$ cat src/rtl/spm_pkg.sv
// Shared types and defaults for the spm operand sequencer and its deserialiser.
// No logic, no latency: state encoding, default widths and the counter-width helper.
// No handshakes of its own.
`timescale 1ns/1ps
package spm_pkg;
    localparam int WIDTH_DEF = 8;
    localparam int PW_DEF    = 2 * WIDTH_DEF;
    localparam int LAT_DEF   = 1;

    typedef enum logic [1:0] {
        IDLE,
        CLR,
        SHIFT,
        DONE
    } state_t;

    // Counter must reach PW+LAT-1, so size it for PW+LAT values.
    function automatic int cnt_width(input int pw, input int lat);
        return $clog2(pw + lat + 1);
    endfunction

    localparam int CNT_W_DEF = cnt_width(PW_DEF, LAT_DEF);
endpackage

$ cat src/rtl/spm_deser.sv
// LSB-first serial-in/parallel-out register for the spm product stream.
// Latency: one bit per enabled cycle; the first bit shifted in ends up at bit 0.
// No backpressure; holds its value whenever en is low.
`timescale 1ns/1ps
module spm_deser
    import spm_pkg::*;
#(
    parameter int PW = PW_DEF
) (
    input  logic          clk,
    input  logic          rst,
    input  logic          en,
    input  logic          din,
    output logic [PW-1:0] dout
);
    always_ff @(posedge clk) begin
        if (rst) begin
            dout <= '0;
        end else if (en) begin
            dout <= {din, dout[PW-1:1]};
        end
    end
endmodule

$ cat src/rtl/spm_seq.sv
// Operand sequencer/product collector around spm; SPM_SEQ_SIGNED_EN sign-extends in_mp.
// Latency: out_valid rises PW+LAT+2 cycles after the accept edge; one operation in flight.
// Backpressure: DONE holds out_valid/out_prod until out_ready; in_ready is low whenever busy.
`timescale 1ns/1ps
module spm_seq
    import spm_pkg::*;
#(
    parameter int WIDTH = WIDTH_DEF,
    parameter int PW    = 2 * WIDTH,
    parameter int LAT   = LAT_DEF
) (
    input  logic             clk,
    input  logic             rst,
    input  logic             in_valid,
    output logic             in_ready,
    input  logic [WIDTH-1:0] in_mc,
    input  logic [WIDTH-1:0] in_mp,
    output logic             out_valid,
    input  logic             out_ready,
    output logic [PW-1:0]    out_prod,
    output logic             busy,
    output logic             spm_clr,
    output logic [WIDTH-1:0] spm_x,
    output logic             spm_y,
    input  logic             spm_p
);
    localparam int            CW   = cnt_width(PW, LAT);
    localparam logic [CW-1:0] LAST = CW'(PW + LAT - 1);
    localparam logic [CW-1:0] LATC = CW'(LAT);

    state_t        r_state;
    logic [CW-1:0] r_cnt;
    logic [PW-1:0] r_ext;
    logic [PW-1:0] w_ext_in;
    logic          w_shift_en;

`ifdef SPM_SEQ_SIGNED_EN
    assign w_ext_in = {{(PW-WIDTH){in_mp[WIDTH-1]}}, in_mp};
`else
    assign w_ext_in = {{(PW-WIDTH){1'b0}}, in_mp};
`endif

    // Bit k of the product appears LAT cycles after y bit k was driven.
    assign w_shift_en = (r_state == SHIFT) && (r_cnt >= LATC);

    spm_deser #(
        .PW(PW)
    ) u_deser (
        .clk  (clk),
        .rst  (rst),
        .en   (w_shift_en),
        .din  (spm_p),
        .dout (out_prod)
    );

    always_ff @(posedge clk) begin
        if (rst) begin
            r_state   <= IDLE;
            r_cnt     <= '0;
            r_ext     <= '0;
            in_ready  <= 1'b1;
            out_valid <= 1'b0;
            busy      <= 1'b0;
            spm_clr   <= 1'b1;
            spm_x     <= '0;
            spm_y     <= 1'b0;
        end else begin
            case (r_state)
                IDLE: begin
                    if (in_valid && in_ready) begin
                        spm_x    <= in_mc;
                        r_ext    <= w_ext_in;
                        in_ready <= 1'b0;
                        busy     <= 1'b1;
                        spm_clr  <= 1'b1;
                        spm_y    <= 1'b0;
                        r_state  <= CLR;
                    end
                end
                CLR: begin
                    // spm_y is registered, so preload bit 0 for the first SHIFT cycle.
                    spm_clr <= 1'b0;
                    spm_y   <= r_ext[0];
                    r_ext   <= {1'b0, r_ext[PW-1:1]};
                    r_cnt   <= '0;
                    r_state <= SHIFT;
                end
                SHIFT: begin
                    spm_y <= r_ext[0];
                    r_ext <= {1'b0, r_ext[PW-1:1]};
                    if (r_cnt == LAST) begin
                        spm_clr <= 1'b1;
                        spm_y   <= 1'b0;
                        r_state <= DONE;
                    end else begin
                        r_cnt <= r_cnt + CW'(1);
                    end
                end
                DONE: begin
                    if (!out_valid) begin
                        out_valid <= 1'b1;
                    end else if (out_ready) begin
                        out_valid <= 1'b0;
                        in_ready  <= 1'b1;
                        busy      <= 1'b0;
                        r_cnt     <= '0;
                        r_state   <= IDLE;
                    end
                end
                default: begin
                    r_state <= IDLE;
                end
            endcase
        end
    end
endmodule

$ cat config.mk
export PLATFORM = sky130hd
export DESIGN_NAME = spm_seq
export DESIGN_NICKNAME = d
export VERILOG_FILES = /design/src/rtl/spm_pkg.sv /design/src/rtl/spm_deser.sv /design/src/rtl/spm_seq.sv
export SDC_FILE = /design/constraint.sdc
export NUM_CORES = 1
export LEC_CHECK = 0
export CORE_MARGIN = 5
export CORE_UTILIZATION = 48
export DETAILED_ROUTE_END_ITERATION = 8
export MAX_ROUTING_LAYER = met4
export PLACE_DENSITY = 0.88
export SYNTH_ARGS = -nofsm -noshare
export SYNTH_HDL_FRONTEND = slang
export SYNTH_HIERARCHICAL = 1
export SYNTH_SLANG_ARGS = --single-unit
$ cat constraint.sdc
create_clock -name clk -period 1.78 [get_ports clk]
set_input_delay 0.267 -clock clk [delete_from_list [all_inputs] [get_ports clk]]
set_output_delay 0.267 -clock clk [all_outputs]
set_load 0.02 [all_outputs]
# Word-level counts from Yosys, hierarchy flattened

Cells that the tools add are included.

Add/sub/neg operators: 1
Multipliers: 0
Divide/modulo/power cells: 0
Magnitude comparators: 1
Equality and inequality tests: 9
Shift operators: 0
Muxes and demuxes: 25
Bitwise operators: 0
Reduce and logical (&&, ||, !) cells: 15

Operators with widths:

| operator                                                           | count |
|---|---|
| case mux 16 bit (2 select lines)                                   | 1 |
| two-way mux 16 bit                                                 | 1 |
| two-way mux 5 bit                                                  | 3 |
| case mux 5 bit (3 select lines)                                    | 1 |
| AND reduction 4 bit                                                | 3 |
| two-way mux 1 bit                                                  | 10 |
| two-way mux 2 bit                                                  | 4 |
| != test 2 bit (second input constant)                              | 4 |
| case mux 2 bit (4 select lines)                                    | 1 |
| case mux 1 bit (3 select lines)                                    | 2 |
| AND reduction 2 bit                                                | 3 |
| nonzero test 3 bit                                                 | 2 |
| adder 5 x 1 -> 5 bit (second input constant)                       | 1 |
| equality test 5 bit (second input constant)                        | 1 |
| greater-or-equal comparator 5 x 1 -> 1 bit (second input constant) | 1 |
| equality test 2 bit (second input constant)                        | 2 |
| case mux 1 bit (2 select lines)                                    | 2 |
| nonzero test 2 bit                                                 | 2 |
| AND reduction 3 bit                                                | 1 |
| equality test 2 x 1 -> 1 bit (second input constant)               | 1 |
| logical AND 1 bit                                                  | 2 |
| logical NOT 2 bit                                                  | 1 |
| != test 2 x 1 -> 1 bit (second input constant)                     | 1 |
| OR reduction 2 bit                                                 | 1 |

Bits in registers: 52
Bits in latches: 0
Memory bits (writable): 0
Bits in read-only memories: 0
Bits of input ports: 21
Output and inout port bits: 29
Logic and storage cells: 61
Memories kept: 0

# Logic depth before layout (Yosys ltp)

Gate-level depths: netlist (run 1).

Depth in word-level cells: 4
Gate-level depth with buffers: 9
Depth with buffers taken out: 6

# Cells and area by module

The synthesis (run 1) kept the hierarchy.

By module, submodules not included:

| module    | instances | cells each | area an instance (µm²) | sequential area each (µm²) |
|---|---|---|---|---|
| spm_seq   | 1         | 162        | 1417.6                 | 560.5 |
| spm_deser | 1         | 52         | 580.6                  | 320.3 |

# Worst setup path before layout (run 1)

OpenSTA, ideal clock, no wires.

Kind: register to register
From: register r_state[1]
To: register spm_y
Library setup time: 0.069 ns
Data arrival time: 1.529 ns
Data required time: 1.711 ns
Slack: 0.182 ns
Cell stages (with the launch flop): 7
Path buffers: 1
Clock period less this slack: 1.598 ns
Cells stage by stage: dfxtp_1 inv_1 ha_1 buf_2 nand2b_1 or4b_1 o21ai_1

Word-level cells in the longest chain between the ends: 3
Elaborated cells between the ends (all ways): 7
Classes of those cells: eq/ne: 3; mux: 1; reduce/logical: 3

RTL lines:

| element                                                                     | line          | source |
|---|---|---|
| start: declaration                                                          | spm_seq.sv:31 | `state_t r_state;` |
| start signal: assignment                                                    | spm_seq.sv:58 | `r_state <= IDLE;` |
| start signal: assignment                                                    | spm_seq.sv:77 | `r_state <= CLR;` |
| start signal: assignment                                                    | spm_seq.sv:86 | `r_state <= SHIFT;` |
| equality test 2 bit (tied with other cells)                                 | spm_seq.sv:68 | `case (r_state)` |
| nonzero test 3 bit (no source line) / != test 2 bit (equally long branches) | -             |  |
| AND reduction 2 bit (no source line)                                        | -             |  |
| end signal: assignment                                                      | spm_seq.sv:83 | `spm_y <= r_ext[0];` |
| end signal: assignment                                                      | spm_seq.sv:89 | `spm_y <= r_ext[0];` |
| end: declaration                                                            | spm_seq.sv:24 | `output logic spm_y,` |

Parallel ways exist; a longest one is shown, timed or not.
A chain may end at the register's enable or synchronous reset.

# Final worst setup path (run 1)

From: register r_state[0]
To: register r_ext[7]

Word-level cells in the longest chain between the ends: 4
Elaborated cells between the ends (all ways): 8
Classes of those cells: eq/ne: 3; mux: 1; reduce/logical: 4

RTL lines:

| element                                                                    | line          | source |
|---|---|---|
| equality test 2 bit / equality test 2 x 1 -> 1 bit (equally long branches) | spm_seq.sv:68 |  |
| OR reduction 2 bit (no source line)                                        | -             |  |
| nonzero test 2 bit (no source line)                                        | -             |  |
| AND reduction 2 bit (no source line)                                       | -             |  |
| end signal: assignment                                                     | spm_seq.sv:72 | `r_ext <= w_ext_in;` |
| end signal: assignment                                                     | spm_seq.sv:84 | `r_ext <= {1'b0, r_ext[PW-1:1]};` |
| end signal: assignment                                                     | spm_seq.sv:90 | `r_ext <= {1'b0, r_ext[PW-1:1]};` |
| end: declaration                                                           | spm_seq.sv:33 | `logic [PW-1:0] r_ext;` |

Parallel ways exist; a longest one is shown, timed or not.

==> results of run 1 <==
-- flip-flops by register name, summed over array words and instances, names as in the netlist --
signal / cells
busy: 1
r_cnt: 5
spm_y: 1
spm_clr: 1
spm_x: 8
u_deser/dout: 16
in_ready: 1
r_state: 2
out_valid: 1
r_ext: 8
-- layer usage --
layer | global-route usage (%) | up-vias | part of all wire [%]
met5 | - | - | 0
met4 | 6.13 | 0 | 2.0
met3 | 4.05 | 10 | 5.9
met2 | 29.1 | 56 | 50
met1 | 20.5 | 799 | 42
li1 | - | 865 | -
-- worst max path at each step --
stage,start,cells past startpoint,end
final,r_state[0],6,r_ext[7]
after global routing,r_state[0],7,u_deser/dout[12]
after CTS,r_state[0],6,r_ext[2]
after detailed placement,r_state[1],6,r_ext[2]
after global placement,in_valid,5,spm_y
after floorplan,r_state[1],6,spm_y
-- synth_stat cells (3+ instances only) --
cell type	count	area, µm²
a211oi_1	4	30.0
nand2b_1	3	18.8
dfxtp_1	44	881
or3_1	8	50.1
mux2i_1	25	250
ha_1	8	100
nand2_1	21	78.8
o21ai_1	3	15.0
nand3_1	4	20.0
inv_1	7	26.3
buf_2	5	25.0
clkbuf_1	3	11.3
nor2_1	19	71.3
a21oi_1	19	95.1
buf_1	3	11.3
o21ai_0	8	40.0
-- per-stage QoR --
stage / utilization, % / worst slack, ns
5_1_grt: 66.7 / 0.0177
3_3_place_gp: 63.7 / 0.0696
2_1_floorplan: - / 0.182
4_1_cts: 66.3 / 0.0467
6_report: 66.7 / 0.106
3_5_place_dp: 63.7 / 0.0358
-- power by group --
part / leakage (nW) / total [mW] / internal (mW) / switching (mW)
registers: 0.358 / 1.25 / 1.15 / 0.0980
logic: 0.563 / 1.41 / 0.696 / 0.719
clock network: 0.0552 / 0.747 / 0.417 / 0.331
total: 0.976 / 3.41 / 2.26 / 1.15
-- worst max-delay path, delay by kind of cell, from the launching register on --
| kind | cells | cell delay, ns |
|---|---|---|
| simple gates | 1 | 0.49 |
| flops | 1 | 0.35 |
| buf+inv | 2 | 0.29 |
| compound gates | 2 | 0.28 |
| fa+ha+maj | 1 | 0.20 |
-- cells by family (layout without fill, tap and decap cells) --
group	Yosys count	after routing	share of synthesized area, %
multiplexers	25	25	12.5
adder cells (fa/ha/maj)	8	8	5.01
buffers and inverters	22	78	6.01
AND/OR/NAND/NOR	65	65	16.2
AO/OA/AOI/OAI	50	50	16.2
flip-flops	44	44	44.1
-- final cells by class --
class	count	area, µm²	area share, %
multi-input combinational	148	1020	37.8
sequential	44	883	32.9
timing repair buffer	62	588	21.9
clock buffer	6	72.6	2.70
tap	50	62.6	2.33
clock inverter	2	35.0	1.30
inverter	8	30.0	1.12
==> results.md, run 1 <==
* Outcome: completed
* Worst-Skew Late Latency at 0.30 ns
* CTS tree: yes
* I/O pins at 50
* Hold buffer count at cts at 0
* Die Y at 74.5 µm
* Initial core utilization at 49.6%
* Synth Register Bits at 44
* Overall Power at 3.41 mW
* Clock skew at 0.00894 ns
* Critical path class: register to register
* Worst r2r src: r_state[0]
* Vias at 1,730
* Final #Nets at 298
* Setup Buffers After CTS at 0
* Syn_area_per_cell at 9.34 µm²
* Placed inst area at 2560 µm²
* H-Tree Level Count at 2
* TritonRoute pass-1 iters at 5
* DRC at 0
* Final WL at 4490 µm
* HP Class: register to register
* Pwr Density at 1270 nW/µm²
* Max-slew violations at 0
* YS warnings at 6
* HPWL after DPL at 3190 µm
* Number of global-route vias before repair at 1,624
* Final setup fails at 0
* Hold path startpoint: spm_x[5]
* Input/output buffers at 49
* RSZ-0062 raised after global routing: false
* WP data arrival at 1.91 ns
* Initial antenna violation count at 0
* Clk sinks at 44
* Leakage at 0.976 nW
* Peak supply drop at 1.16 mV
* Iteration-0 DRC count of the detailed router at 144
* GRT overflow at 0
* Critical Path RT at 2.01 ns
* Post-DRT Antenna Nets at 0
* Slowest-stage cell, CP: or4b_4
* Via/cell ratio at 5.41
* RePlAce Congestion at 0.837
* Netlist Area Pre-Place at 2000 µm²
* Post-CTS Resized at 0
* Core Rows at 23
* Setup TNS at 0 ns
* Reg-to-reg slack, setup at 0.11 ns
* Worst Setup End Kind: register
* Commonest non-fill, non-tap cells in the layout: clkdlybuf4s50_1, dfxtp_1, mux2i_1, nand2_1, nor2_1
* Num CTS Buffers at 5
* Die footprint at 5550 µm²
* Routed length per placed instance at 14.0 µm
* Fin. Hold Viols at 0
* Maximum root-to-sink buffer count at 2
* Hold worst-path end: spm_x[5]
* Reg2reg end: r_ext[7]
* Total GRT Usage at 17.4%
* Fill count at 314
* First-pass GRT wire length at 7310 µm
* Non-Filler Instances at 320
* Post-Place Cells at 312
* Async SR Flop Fraction at 0%
* Hold-critical path depth at 2
* Area delta synth->final at 34.5%
* Pin count of the biggest net entering global routing at 25
* CP Cell Sequence: inv_1 > ha_2 > a21boi_1 > buf_4 > or4b_4 > a21oi_2
* Final Critical Period at 1.67 ns
* Post-synth EDFFs at 0
* Worst Tran Pin Value at 0.412 ns
* Netlist cell types at 39
* # diodes at 0
* Crit path max fanout at 13
* Clock Pin Slew Worst Setup and Hold Paths at 0.08 ns
* WHS at 0.458 ns
* Core Area at 4030 µm²
* Final worst-path cycle share at 94.0%
* Register area share after synthesis at 44.1%
* Clock Tree Root: clkbuf_8
* Maxcap violations at 0
* Ys flop type: dfxtp_1
* Reg2Reg Depth at 6
* Commonest non-fill, non-tap cell in the layout: clkdlybuf4s50_1
* Crit-path max cell delay at 0.49 ns
* Mapped Nets at 243
* Critical path launch point type: register
* Die X at 74.5 µm
* Fmax at 597 MHz
* Fraction of layout cells with a size suffix above 1 at 11.5%
* Final instance area at 2690 µm²
* Relative slew margins at 72.1%
* Mapped Cells at 214
Power figures use the tool's default switching activity.
==> inputs of run 2 (changes only) <==
--- a/config.mk
+++ b/config.mk
@@ -6,10 +6,10 @@
 export NUM_CORES = 1
 export LEC_CHECK = 0
 export CORE_MARGIN = 5
-export CORE_UTILIZATION = 48
+export CORE_UTILIZATION = 45
 export DETAILED_ROUTE_END_ITERATION = 8
 export MAX_ROUTING_LAYER = met4
-export PLACE_DENSITY = 0.88
+export PLACE_DENSITY = 0.85
 export SYNTH_ARGS = -nofsm -noshare
 export SYNTH_HDL_FRONTEND = slang
 export SYNTH_HIERARCHICAL = 1
==> run 2 against run 1 <==
Clock skew is 0.0057 ns lower. Register-to-register slack better by 0.02 ns. Setup slack better by 0.023 ns. Utilization is 4.3 points lower. Total power is 0.39% lower. Critical path depth is 1 lower. Global-route usage is 3.0 points lower. Non-clock buffer count is 3 lower. Wire length is 7.2% lower. Sequential cell count stayed put. Design area is 0.37% higher. Clock-buffer cell count stayed put. Largest power group unchanged.
==> results.md, run 2 (synthesis results as in run 1) <==
* H-Tree Level Count at 2 (unchanged)
* Final #Nets at 295 (was 298)
* Clock Pin Slew Worst Setup and Hold Paths at 0.08 ns (about the same)
* Final worst-path cycle share at 92.7% (was 94.0%)
* Fin. Hold Viols at 0 (unchanged)
* Critical path class: register to register (unchanged)
* Pin count of the biggest net entering global routing at 35 (was 25)
* Maxcap violations at 0 (unchanged)
* Input/output buffers at 49 (unchanged)
* Fraction of layout cells with a size suffix above 1 at 10.1% (was 11.5%)
* Clock skew at 0.00326 ns (was 0.00894 ns)
* Max-slew violations at 0 (unchanged)
* Vias at 1,678 (was 1,730)
* Post-DRT Antenna Nets at 0 (unchanged)
* Relative slew margins at 69.3% (was 72.1%)
* Max reg flops at 16 (unchanged)
* Fill count at 384 (was 314)
* HP Class: register to register (unchanged)
* Leakage at 0.967 nW (was 0.976 nW)
* Peak supply drop at 0.792 mV (was 1.16 mV)
* RePlAce Congestion at 0.781 (was 0.837)
* Initial antenna violation count at 0 (unchanged)
* CTS tree: yes (unchanged)
* Routed length per placed instance at 13.1 µm (was 14.0 µm)
* Maximum root-to-sink buffer count at 2 (unchanged)
* Clk sinks at 44 (unchanged)
* Register area at 882 µm² (was 883 µm²)
* Critical Path RT at 1.98 ns (was 2.01 ns)
* Final WL at 4170 µm (was 4490 µm)
* Post-Place Cells at 311 (was 312)
* Worst Tran Pin Value at 0.454 ns (was 0.412 ns)
* Clock Tree Root: clkbuf_8 (unchanged)
* # diodes at 0 (unchanged)
* Initial core utilization at 46.2% (was 49.6%)
* Area of the multi-input gates at 1030 µm² (was 1020 µm²)
* Commonest non-fill, non-tap cell in the layout: clkdlybuf4s50_1 (unchanged)
* Iteration-0 DRC count of the detailed router at 96 (was 144)
* Final setup fails at 0 (unchanged)
* Final Critical Period at 1.65 ns (was 1.67 ns)
* I/O pins at 50 (unchanged)
* Setup ws final at 0.130 ns (was 0.106 ns)
* Area delta synth->final at 35.0% (was 34.5%)
* Finished Core Util at 62.4% (was 66.7%)
* DRC at 0 (unchanged)
* Setup Buffers After CTS at 0 (unchanged)
* Pwr Density at 1260 nW/µm² (was 1270 nW/µm²)
* Crit path max fanout at 5 (was 13)
* Worst-Skew Late Latency at 0.29 ns (was 0.30 ns)
* Fmax at 606 MHz (was 597 MHz)
* Post-CTS Resized at 0 (unchanged)
* Core Area at 4320 µm² (was 4030 µm²)
* RSZ-0062 raised after global routing: false (unchanged)
* GRT overflow at 0 (unchanged)
* Outcome: completed (unchanged)
* Setup WS pre-CTS at 0.0473 ns (was 0.0358 ns)
* Total GRT Usage at 14.4% (was 17.4%)
* Hold buffer count at cts at 0 (unchanged)
* Core Rows at 24 (was 23)
* Register bank with the most flops: u_deser/dout (unchanged)
* WP data arrival at 1.85 ns (was 1.91 ns)
* Die Y at 76.6 µm (was 74.5 µm)
* Largest regs: u_deser/dout: 16 flops, r_ext: 8 flops, spm_x: 8 flops (unchanged)
* Die footprint at 5870 µm² (was 5550 µm²)
* Number of global-route vias before repair at 1,551 (was 1,624)
* Via/cell ratio at 5.26 (was 5.41)
* Num CTS Buffers at 5 (unchanged)
* Commonest non-fill, non-tap cells in the layout: clkdlybuf4s50_1, dfxtp_1, mux2i_1, nand2_1 (was clkdlybuf4s50_1, dfxtp_1, mux2i_1, nand2_1, nor2_1)
* HPWL after DPL at 2990 µm (was 3190 µm)
* Non-Filler Instances at 319 (was 320)
* Worst Setup End Kind: register (unchanged)
* Die X at 76.6 µm (was 74.5 µm)
* TritonRoute pass-1 iters at 4 (was 5)
* Critical path launch point type: register (unchanged)
* Setup TNS at 0 ns (unchanged)
* First-pass GRT wire length at 7020 µm (was 7310 µm)
-- run 2: path summary, 6_finish.rpt --
path	startpoint	to	slack, ns	cells after the start
worst min register to register	spm_x[0]	spm_x[0]	0.46	2
worst max-delay path	r_cnt[0]	r_cnt[2]	0.13	5
worst min-delay path	spm_x[0]	spm_x[0]	0.46	2
worst max register to register	r_cnt[0]	r_cnt[2]	0.13	5
-- run 2: per-layer routing --
layer	vias to the layer above	share of wire (%)	global-route usage [%]
met5	-	0	-
met4	0	2.0	6.29
met3	11	6.9	3.90
met2	54	45	22.2
met1	759	46	17.7
li1	854	-	-
-- run 2: critical path: stages (launching register included) --
cell,delay [ns]
dfxtp_1,0.41
inv_1,0.11
ha_1,0.22
nor4bb_1,0.15
or4_4,0.46
o41ai_2,0.21
-- run 2: power by group --
| part | switching [mW] | internal [mW] | leakage, nW |
|---|---|---|---|
| registers | 0.106 | 1.15 | 0.358 |
| logic | 0.707 | 0.699 | 0.554 |
| clock network | 0.320 | 0.416 | 0.0552 |
| total | 1.13 | 2.26 | 0.967 |
-- run 2: final cells by class --
cell class                 instances  share of cell area [%]
multi-input combinational        148                    38.4
sequential                        44                    32.7
timing repair buffer              59                    21.4
clock buffer                       6                    2.69
tap                               52                    2.41
clock inverter                     2                    1.30
inverter                           8                    1.11
-- run 2: per-stage QoR --
step | area, µm² | hold WS, ns | power, mW
2_1_floorplan | 2000 | 0.403 | 2.18
6_report | 2700 | 0.455 | 3.39
3_3_place_gp | 2560 | 0.441 | 2.56
3_5_place_dp | 2560 | 0.446 | 2.60
5_1_grt | 2700 | 0.473 | 3.62
4_1_cts | 2670 | 0.457 | 3.35
